==> config.mk <==
export PLATFORM = sky130hd
export DESIGN_NAME = fetch_stage
export DESIGN_NICKNAME = d
export VERILOG_FILES = /design/src/rtl/fetch_stage.sv
export SDC_FILE = /design/constraint.sdc
export NUM_CORES = 1
export LEC_CHECK = 0
export BUFFER_PORTS_ARGS = -buffer_cell sky130_fd_sc_hd__buf_4
export CAP_MARGIN = 10
export CORE_MARGIN = 8
export CORE_UTILIZATION = 55
export DETAILED_ROUTE_END_ITERATION = 12
export GPL_ROUTABILITY_DRIVEN = 0
export PLACE_DENSITY = 0.8
export SETUP_SLACK_MARGIN = 0.4
export SYNTH_ARGS = -nofsm -noshare
export SYNTH_HDL_FRONTEND = slang
export SYNTH_SLANG_ARGS = --single-unit
==> constraint.sdc <==
create_clock -name clk -period 2.55 [get_ports clk]
set_clock_uncertainty 0.15 [all_clocks]
set_input_delay 0.255 -clock clk [delete_from_list [all_inputs] [get_ports clk]]
set_output_delay 0.255 -clock clk [all_outputs]
set_load 0.02 [all_outputs]
==> src/rtl/fetch_stage.sv <==
// Instruction-fetch stage with IF/ID pipeline register for the pipelined MIPS core.
// Runs a req/ready handshake to instruction memory and absorbs decode-stage redirects.
module fetch_stage #(
  parameter int               WIDTH    = 32,
  parameter logic [WIDTH-1:0] RESET_PC = {WIDTH{1'b0}}
) (
  input  logic             clk,
  input  logic             rst_n,
  input  logic             Stall_F,
  input  logic             Stall_D,
  input  logic             PCSrc_D,
  input  logic [WIDTH-1:0] PCBranch_D,
  input  logic             Jump_D,
  input  logic [WIDTH-1:0] PCJump_D,
  input  logic [31:0]      IMemRdata,
  input  logic             IMemReady,
  output logic             IMemReq,
  output logic [WIDTH-1:0] IMemAddr,
  output logic             IMemStall,
  output logic [31:0]      Instr_D,
  output logic [WIDTH-1:0] PCPlus4_D,
  output logic             Valid_D
);

  typedef enum logic [1:0] {
    FETCH = 2'd0,
    DRAIN = 2'd1,
    HOLD  = 2'd2
  } state_e;

  localparam logic [WIDTH-1:0] PC_STEP = {{(WIDTH-3){1'b0}}, 3'd4};

  state_e           state_q, state_d;
  logic [WIDTH-1:0] pc_q, pc_d;
  logic [WIDTH-1:0] pend_q, pend_d;
  logic [31:0]      skid_instr_q, skid_instr_d;
  logic [WIDTH-1:0] skid_pc4_q, skid_pc4_d;
  logic             skid_valid_q, skid_valid_d;
  logic [31:0]      instr_q, instr_d;
  logic [WIDTH-1:0] pc4_q, pc4_d;
  logic             valid_q, valid_d;
  logic             req_q, req_d;

  logic             redir_s;
  logic [WIDTH-1:0] target_s;
  logic             done_s;
  logic             hold_fetch_s;
  logic [WIDTH-1:0] pc_plus4_s;

  // Next-state and next-register computation for the whole stage.
  always_comb begin
    redir_s      = !Stall_D && (Jump_D || PCSrc_D);
    target_s     = Jump_D ? PCJump_D : PCBranch_D;
    done_s       = req_q && IMemReady;
    // Decode stalled alone cannot accept a word, so fetch behaves as stalled too.
    hold_fetch_s = Stall_F || Stall_D;
    pc_plus4_s   = pc_q + PC_STEP;

    state_d      = state_q;
    pc_d         = pc_q;
    pend_d       = pend_q;
    skid_instr_d = skid_instr_q;
    skid_pc4_d   = skid_pc4_q;
    skid_valid_d = skid_valid_q;
    instr_d      = instr_q;
    pc4_d        = pc4_q;
    valid_d      = valid_q;

    case (state_q)
      FETCH: begin
        if (done_s) begin
          if (redir_s) begin
            pc_d    = target_s;
            instr_d = 32'h0000_0000;
            pc4_d   = {WIDTH{1'b0}};
            valid_d = 1'b0;
          end else if (!hold_fetch_s) begin
            instr_d = IMemRdata;
            pc4_d   = pc_plus4_s;
            valid_d = 1'b1;
            pc_d    = pc_plus4_s;
          end else begin
            skid_instr_d = IMemRdata;
            skid_pc4_d   = pc_plus4_s;
            skid_valid_d = 1'b1;
            state_d      = HOLD;
          end
        end else begin
          if (redir_s) begin
            pend_d  = target_s;
            instr_d = 32'h0000_0000;
            pc4_d   = {WIDTH{1'b0}};
            valid_d = 1'b0;
            state_d = DRAIN;
          end else begin
            state_d = FETCH;
          end
        end
      end
      DRAIN: begin
        if (redir_s) begin
          pend_d  = target_s;
          instr_d = 32'h0000_0000;
          pc4_d   = {WIDTH{1'b0}};
          valid_d = 1'b0;
        end else begin
          pend_d = pend_q;
        end
        if (done_s) begin
          pc_d    = redir_s ? target_s : pend_q;
          state_d = FETCH;
        end else begin
          state_d = DRAIN;
        end
      end
      HOLD: begin
        if (redir_s) begin
          skid_valid_d = 1'b0;
          pc_d         = target_s;
          instr_d      = 32'h0000_0000;
          pc4_d        = {WIDTH{1'b0}};
          valid_d      = 1'b0;
          state_d      = FETCH;
        end else if (!Stall_F && !Stall_D && skid_valid_q) begin
          instr_d      = skid_instr_q;
          pc4_d        = skid_pc4_q;
          valid_d      = 1'b1;
          skid_valid_d = 1'b0;
          pc_d         = pc_plus4_s;
          state_d      = FETCH;
        end else begin
          state_d = HOLD;
        end
      end
      default: begin
        state_d = FETCH;
      end
    endcase

    req_d = (state_d != HOLD);
  end

  // State, PC, skid buffer and IF/ID register.
  always_ff @(posedge clk or negedge rst_n) begin
    if (!rst_n) begin
      state_q      <= FETCH;
      pc_q         <= RESET_PC;
      pend_q       <= {WIDTH{1'b0}};
      skid_instr_q <= 32'h0000_0000;
      skid_pc4_q   <= {WIDTH{1'b0}};
      skid_valid_q <= 1'b0;
      instr_q      <= 32'h0000_0000;
      pc4_q        <= {WIDTH{1'b0}};
      valid_q      <= 1'b0;
      req_q        <= 1'b1;
    end else begin
      state_q      <= state_d;
      pc_q         <= pc_d;
      pend_q       <= pend_d;
      skid_instr_q <= skid_instr_d;
      skid_pc4_q   <= skid_pc4_d;
      skid_valid_q <= skid_valid_d;
      instr_q      <= instr_d;
      pc4_q        <= pc4_d;
      valid_q      <= valid_d;
      req_q        <= req_d;
    end
  end

  assign IMemReq   = req_q;
  assign IMemAddr  = pc_q;
  assign IMemStall = ((state_q == FETCH) && !IMemReady) || (state_q == DRAIN);
  assign Instr_D   = instr_q;
  assign PCPlus4_D = pc4_q;
  assign Valid_D   = valid_q;

endmodule
# Word-level counts from Yosys, hierarchy flattened

Cells that the tools add are included.

Flip-flop bits (word level): 197
Output and inout port bits: 99
Input bits: 103
Word-level logic and storage cells: 88

Equality and inequality tests: 11
Add/sub/neg operators: 1
Mux-type cells: 45
Bitwise gates (word level): 1
Reduce and logical (&&, ||, !) cells: 20

Operators with widths:

| cell                  | count |
|---|---|
| $mux 32               | 20 |
| $pmux 32 s3           | 3 |
| $pmux 32 s2           | 1 |
| $add 32x3->32 const B | 1 |
| $mux 1                | 13 |
| $ne 2x2->1 const B    | 6 |
| $mux 2                | 5 |
| $reduce_and 5->1      | 2 |
| $ne 3x3->1 const B    | 2 |
| $pmux 2 s3            | 1 |
| $logic_and 1x1->1     | 5 |
| $ne 4x4->1 const B    | 1 |
| $reduce_and 4->1      | 1 |
| $reduce_bool 2->1     | 2 |
| $logic_not 1->1       | 3 |
| $logic_or 1x1->1      | 3 |
| $pmux 1 s3            | 1 |
| $reduce_and 3->1      | 1 |
| $reduce_bool 3->1     | 1 |
| $eq 2x1->1 const B    | 1 |
| $eq 2x2->1 const B    | 1 |
| $logic_not 2->1       | 1 |
| $pmux 1 s2            | 1 |
| $reduce_and 2->1      | 1 |
| $not 1->1             | 1 |

# Depth between registers and ports, before layout

Gate-level depths: netlist (run 1).

Depth after elaboration: 7
Gate-level depth with buffers: 10
Depth with buffers taken out: 7

# Least setup slack after synthesis (run 1)

OpenSTA, ideal clock, no wires.

Path kind: reg-to-reg
From: register pc_q[2] (netlist: IMemAddr[2])
To: register pc4_q[20] (netlist: PCPlus4_D[20])
Library setup time: 0.083 ns
Stages on the path, launching flop included: 8
Path buffers: 1
Data arrival time: 2.182 ns
Required time: 2.317 ns
Slack: 0.135 ns
Period minus slack after synthesis: 2.415 ns
Cell sequence: dfrtp_1 -> ha_1 -> nand3_2 -> or3_1 -> clkbuf_1 -> or4_1 -> o211a_1 -> o21ai_0

Longest elaborated chain between the ends: 5

RTL lines:

| element                  | line | text |
|---|---|---|
| start: declaration       | 34   | `logic [WIDTH-1:0] pc_q, pc_d;` |
| start signal: assignment | 158  | `pc_q <= pc_d;` |
| $add 32x3->32            | 57   | `pc_plus4_s = pc_q + PC_STEP;` |
| $mux 32                  | 77   | `end else if (!hold_fetch_s) begin` |
| $mux 32                  | 72   | `if (redir_s) begin` |
| $mux 32                  | 71   | `if (done_s) begin` |
| $pmux 32 s3              | 69   | `case (state_q)` |
| end signal: assignment   | 153  | `pc4_q <= {WIDTH{1'b0}};` |
| end signal: assignment   | 164  | `pc4_q <= pc4_d;` |
| end: declaration         | 40   | `logic [WIDTH-1:0] pc4_q, pc4_d;` |

No other way between the ends. The select of a mux whose other input is x is not followed.
A chain may end at the register's enable or synchronous reset.

# Final worst setup path (run 1)

From: register state_q[0]
To: register instr_q[2] (netlist: Instr_D[2])

Longest elaborated chain between the ends: 3
Elaborated cells between the ends (all ways): 8
Those cells by class: 4 x eq/ne; 1 x mux; 3 x reduce/logical

RTL lines:

| element                                      | line | text |
|---|---|---|
| start: declaration                           | 33   | `state_e state_q, state_d;` |
| start signal: assignment                     | 157  | `state_q <= state_d;` |
| $eq 2x2->1 (tied with other cells)           | 69   |  |
| $ne 3x3->1 (no line) (tied with other cells) | n/a  |  |
| $reduce_and 3->1 (no line)                   | n/a  |  |
| end signal: assignment                       | 163  | `instr_q <= instr_d;` |
| end: declaration                             | 39   | `logic [31:0] instr_q, instr_d;` |

Parallel ways exist; a longest one is shown, timed or not.

==> run metrics, run 1 <==
FP Rows=48; Ys Warns=0; final hold viol count=1; Tmin final=approximately 2.4 ns; placed cells=approximately 1400; ANT nets after route=0; fin area=roughly 0.014 mm^2; Num Clock Sinks=about 200; Top cell by count, worst path=buf_6; measured slew at the worst slew-check pin=approximately 0.65 ns; P_int=~0.010 W; # setup viols final=0; Placed Area=between 0.01 and 0.015 mm^2; unrepaired setup endpoints after global routing=yes; antenna violations before repair=1; Netlist cell types=66; via count=~10000; sequential-to-total area share from yosys stat=50.7%; Worst Setup Start Kind=register; Final Non-Filler Cells=roughly 1600; crit path max fanout=5; global-route wire length before repair=50100 um; status=finished, violations left; violated checks=negative hold slack; top-count cell post-synth=nand2_1; Vias/cell=between 6 and 7; Overflow after GRT=0; Syn Inst Count=1058; Post-Syn Area=just under 0.01 mm^2; Synth area leaders=dfrtp_1 50%, nand2_1 8.0%, o21ai_0 6.2%; CTS tree=yes; Final Max Tran Viols=0; wirelength, routed=roughly 36000 um; Sw Ratio=approximately 44%; DRC=0; Core ar.=about 0.017 mm^2; DIE AREA=about 0.022 mm^2; Sw Pwr=roughly 0.0083 W; clock network fraction of total power=14.6%; number of global-route vias before repair=approximately 9500; port bufs=between 200 and 250; post-DP HPWL=20200 um; first drt pass iteration count=7; Worst Path Required=approximately 2.7 ns; setup_tns=0 ns; Mapped Avg Cell Area=slightly above 9 um^2; max-cap violation count=0; Worst-path clk slew=0.08 ns; Synth-to-Final Area Change=43.0%; FFs w/ async S/R, synth=between 90% and 100%; HP Class=in -> reg; share of power burned in registers=between 30% and 40%; Hold Slack=-0.00421 ns; hold path depth=3; VDD IR max=roughly 0.00080 V; predominant post-synthesis flop cell=dfrtp_1; PnR worst setup slack=between 0.15 and 0.2 ns; clk_lat worst skew=around 0.45 ns; combinational share of power=a little over half; root buffer cell=clkbuf_16; reg2reg setup slack=about 0.15 ns; Max-slew headroom=56.7%; Mapped Nets=1166; total global routing track utilization=about 29%; EDFF count, synth=0; leading area contributor after synthesis=dfrtp_1; post-synth top area share=50.5%; largest net degree at the start of global routing=77; Die H=approximately 150 um; Power Dens Cells=about 1300 mW/mm^2; CTS Buffer Depth=2; IO Pins=about 200; initial core utilization=approximately 56%; Nets=around 1500; Routed wire per std cell=22.5 um; Crit Path Class=reg -> reg; leakage=around 6.3 nW; CP peak stage delay=0.51 ns; CP cell instances=inv_2 -> ha_4 -> inv_4 -> or4_4 -> buf_6 -> o2111ai_4 -> buf_6 -> buf_8 -> nand2_1 -> o21ai_0; top cells by count, synth=208 x nand2_1, 196 x dfrtp_1, 121 x o21ai_0; H-tree depth=4; CP endpoint kind=register; slowest stage cell on the critical path=or4_4; Place WS=0.163 ns; crit path DAT=about 2.6 ns; Num CTS Buffers=17; FMAX=around 420 MHz; Worst R2R Path Depth=10; share of layout cells above drive strength 1=31.0%; Yosys reg bits=approximately 200; Die W=around 150 um; Final period util=between 90% and 100%; initial DRC count=around 1400
==> final cells by class <==
type	instances	area (um^2)
clock inverters	15	181
well taps	225	282
clock buffers	17	425
flip-flops and latches	197	4950
repair buffers	354	3280
fillers	959	3400
inverters	12	47.5
diodes	1	2.50
multi-input cells	766	4740
==> stage by stage <==
stage	util (%)	total power (W)
floorplan	-	0.0101
global placement	67.5	0.0128
detailed placement	67.5	0.0131
CTS	76.5	0.0168
global route	80.4	0.0195
finish	80.4	0.0187
==> kinds of logic (layout without fill, tap and decap cells) <==
logic type	count (synthesis)	count (layout)	share of synthesized area, %
simple gates	369	369	16.7
compound gates	327	327	21.2
flops	197	197	50.7
buf+inv	95	398	4.35
mux	37	37	3.85
xor+xnor	28	28	2.52
fa+ha+maj	5	5	0.644
other cells	0	1	0
==> sequential cells by signal (all words and copies together) (netlist names) <==
| register | flops |
|---|---|
| IMemAddr | 32 |
| IMemReq | 1 |
| Instr_D | 32 |
| PCPlus4_D | 32 |
| Valid_D | 1 |
| pend_q | 32 |
| skid_instr_q | 32 |
| skid_pc4_q | 32 |
| skid_valid_q | 1 |
| state_q | 2 |
==> power by group through the flow <==
stage	clock, W	combinational (W)	sequential, W
4_1_cts	0.00272	0.00845	0.00566
3_3_place_gp	0	0.00716	0.00565
2_1_floorplan	0	0.00388	0.00625
6_report	0.00274	0.0102	0.00579
3_5_place_dp	0	0.00737	0.00573
5_1_grt	0.00287	0.0107	0.00594
==> final timing paths <==
check                               end    startpoint
hold / removal               pend_q[17]  PCJump_D[17]
setup reg to reg             Instr_D[2]    state_q[0]
hold reg to reg             Instr_D[10]   Instr_D[10]
max in group asynchronous  IMemAddr[19]         rst_n
setup / recovery             Instr_D[2]    state_q[0]
min in group asynchronous    pend_q[22]         rst_n
==> routing by layer <==
layer,up-vias,part of all wire (%),GRT usage [%]
met5,-,0,0
met4,0,5.0,12.1
met3,169,11,7.74
met2,711,48,45.5
met1,4805,36,35.9
li1,4346,-,-
==> timing repair <==
| action | 4_1_cts | 5_1_grt |
|---|---|---|
| hold buffers | 50 | 0 |
| cloned | 7 | 13 |
| endpoints found under the setup margin | 125 | 125 |
| pin swaps | 8 | 28 |
| buffers inserted | 25 | 12 |
| endpoints found under the hold margin | 155 | 0 |
| resized for setup | 32 | 80 |
==> worst max-delay path: cells and delay by family (launching register included) <==
family,cells,cell delay [ns]
flops,1,0.39
buf+inv,5,0.68
fa+ha+maj,1,0.17
compound gates,2,0.29
simple gates,2,0.58
==> placed cells by master, fill, tap and decap left out, types with 8 or more instances in the layout <==
cell / count
inv_1: 8
dfrtp_1: 183
o21ai_0: 87
buf_4: 255
dlygate4sd3_1: 50
dfrtp_2: 13
o21ai_2: 10
buf_6: 18
nor2_1: 72
o21ai_1: 30
a22oi_1: 62
xnor2_1: 19
mux2i_1: 34
clkbuf_16: 26
nor3_1: 12
buf_12: 10
nand3_1: 23
nand2_1: 206
a21oi_1: 62
Power figures use the tool's default switching activity.
==> run 2, diff against run 1 <==
Settings changed: CELL_PAD_IN_SITES_DETAIL_PLACEMENT from default to 0, CELL_PAD_IN_SITES_GLOBAL_PLACEMENT from default to 2, CORE_UTILIZATION 55 to 33, PLACE_DENSITY 0.8 to default, PLACE_DENSITY_LB_ADDON from default to 0.1.
==> run 2 against run 1 <==
  * The flow now finishes without violations
  * Sequential power decreased by 3.8%
  * Cell count grew 13%
  * Maximum frequency increased by 5.4%
  * Sequential share of layout area shrank 1.7 points
  * Final area rose by 4.8%
  * Flip-flop and latch count is the same
  * Register-to-register slack better by 0.14 ns
  * First-iteration DRC count is 52% lower
  * Critical path type is now reg -> out
  * Largest cell class unchanged
  * Largest power group unchanged
==> run metrics, run 2 (synthesis gave the netlist of run 1 again) <==
status=finished, final reports clean; IO Pins=202 (unchanged); Vias/cell=5.15 (-19%); Sequential Area=0.00494 mm^2 (-0.13%); Worst Path Required=2.14 ns (-0.59 ns); Sw Pwr=0.00837 W (+0.65%); measured slew at the worst slew-check pin=0.639 ns (-0.00967 ns); Max-slew headroom=57.1% (+0.36 points); Placed Area=0.0121 mm^2 (+3.3%); most frequent cells in the layout=284 x buf_4, 206 x nand2_1, 188 x dfrtp_1; FF-to-FF End=IMemAddr[10]; Place WS=0.181 ns (+0.0185 ns); Overflow after GRT=0 (unchanged); clk_lat worst skew=0.44 ns (about the same); FMAX=440 MHz (+5.4%); CP endpoint kind=output pin; clock network fraction of total power=14.4% (-0.2 points); share of layout cells above drive strength 1=35.3% (+4.3 points); Worst R2R Path Depth=10 (unchanged); Final Power=0.0193 W (+3.2%); DIE AREA=0.0352 mm^2 (+59%); ant diodes=0 (-1); largest net degree at the start of global routing=69 (-10%); Num Clock Sinks=197 (unchanged); Num CTS Buffers=17 (unchanged); Tmin final=2.27 ns (-0.123 ns); ANT nets after route=0 (unchanged); PnR worst setup slack=0.277 ns (+0.123 ns); DRC=0 (unchanged); area taken by multi-input logic gates=0.00491 mm^2 (+3.6%); Nets=1494 (+2.6%); share of power burned in registers=28.8% (-2.1 points); root buffer cell=clkbuf_16; final hold viol count=0 (-1); Power Dens Cells=1330 mW/mm^2 (-1.6%); wirelength, routed=36900 um (+3.3%); combinational share of power=56.8% (+2.3 points); fin area=0.0146 mm^2 (+4.8%); Worst-path clk slew=0.09 ns (about the same); Worst Setup Start Kind=register; post-DP HPWL=23100 um (+14%); total global routing track utilization=20.0% (-8.5 points); Die W=188 um (+26%); port bufs=201 (unchanged); CTS tree=yes; Final period util=89.1% (-4.8 points); unrepaired setup endpoints after global routing=yes; fill cell count=2810 (+190%); hold path endpoint=pend_q[14]; leakage=6.57 nW (+4.0%); via count=9203 (-8.3%); Routed wire per std cell=20.6 um (-8.3%); initial core utilization=33.2% (-23 points); Die H=188 um (+26%); # setup viols final=0 (unchanged); Core ar.=0.0293 mm^2 (+70%); P_int=0.0110 W (+5.2%); hold path depth=3 (unchanged); Final Max Tran Viols=0 (unchanged); Crit Path Class=reg -> out; reg2reg setup slack=0.29 ns (+0.14 ns); CTS Buffer Depth=2 (unchanged); crit path DAT=1.87 ns (-0.70 ns); antenna violations before repair=0 (-1); FP Rows=63 (+31%); max-cap violation count=0 (unchanged); commonest non-fill, non-tap cell in the layout=buf_4; crit path max fanout=10 (+5); Synth-to-Final Area Change=49.9%; number of global-route vias before repair=9282 (-2.0%); H-tree depth=4 (unchanged); Sw Ratio=43.3% (-1.1 points); VDD IR max=0.000587 V (-27%); initial DRC count=673 (-52%); Hold Slack=0.00452 ns (+0.00873 ns); first drt pass iteration count=5 (-2); Worst Hold Launch=PCBranch_D[14]; setup_tns=0 ns (unchanged); Reg-to-Reg Start=state_q[0]; HP Class=in -> reg; global-route wire length before repair=55800 um (+12%)
-- run 2: cell type report --
| class | count | area share (%) |
|---|---|---|
| clock buffer | 17 | 2.92 |
| clock inverter | 14 | 1.11 |
| inverter | 12 | 0.369 |
| multi-input combinational | 768 | 33.7 |
| sequential | 197 | 33.9 |
| tap | 390 | 3.35 |
| timing repair buffer | 390 | 24.7 |
-- run 2: power groups by stage --
stage	Clock (W)	Combinational, W	Sequential [W]
global route	0.00297	0.0118	0.00577
floorplan	0	0.00388	0.00625
CTS	0.00285	0.00921	0.00555
global placement	0	0.00784	0.00563
finish	0.00278	0.0110	0.00557
detailed placement	0	0.00793	0.00566
-- run 2: timing repair --
| item | CTS | global route |
|---|---|---|
| pin swaps | 11 | 60 |
| cloned | 9 | 11 |
| setup buffers | 28 | 21 |
| endpoints found under the setup margin | 132 | 139 |
| gates resized for setup | 36 | 144 |
| hold endpoints to repair | 137 | 1 |
| hold buffers | 56 | 1 |
-- run 2: critical path, cell delays in order, from the launching register on --
cell,delay [ns]
dfrtp_1,0.40
buf_4,0.15
ha_2,0.20
buf_6,0.14
inv_1,0.08
buf_4,0.21
o21ai_2,0.09
buf_4,0.16
-- run 2: layer usage --
layer | GRT usage [%] | vias to the layer above | part of all wire (%)
li1 | - | 4407 | -
met1 | 29.4 | 4525 | 49
met2 | 30.6 | 251 | 45
met3 | 3.36 | 20 | 4.9
met4 | 3.39 | 0 | 0.72
met5 | 0 | - | 0
-- run 2: worst max-delay path by stage --
stage,start,to,slack [ns],cells past startpoint
after floorplan,state_q[1],PCPlus4_D[10],0.39,9
after global placement,IMemAddr[2],PCPlus4_D[20],0.20,6
after detailed placement,Jump_D,PCPlus4_D[7],0.18,7
after CTS,state_q[0],Instr_D[23],0.34,8
after global routing,state_q[1],IMemAddr[23],0.18,10
final,state_q[0],IMemStall,0.28,7
-- run 2: through the flow --
stage,instances,utilization [%]
CTS,1755,46.8
finish,1788,49.7
floorplan,1058,-
detailed placement,1631,41.1
global placement,1631,41.1
global route,1788,49.7
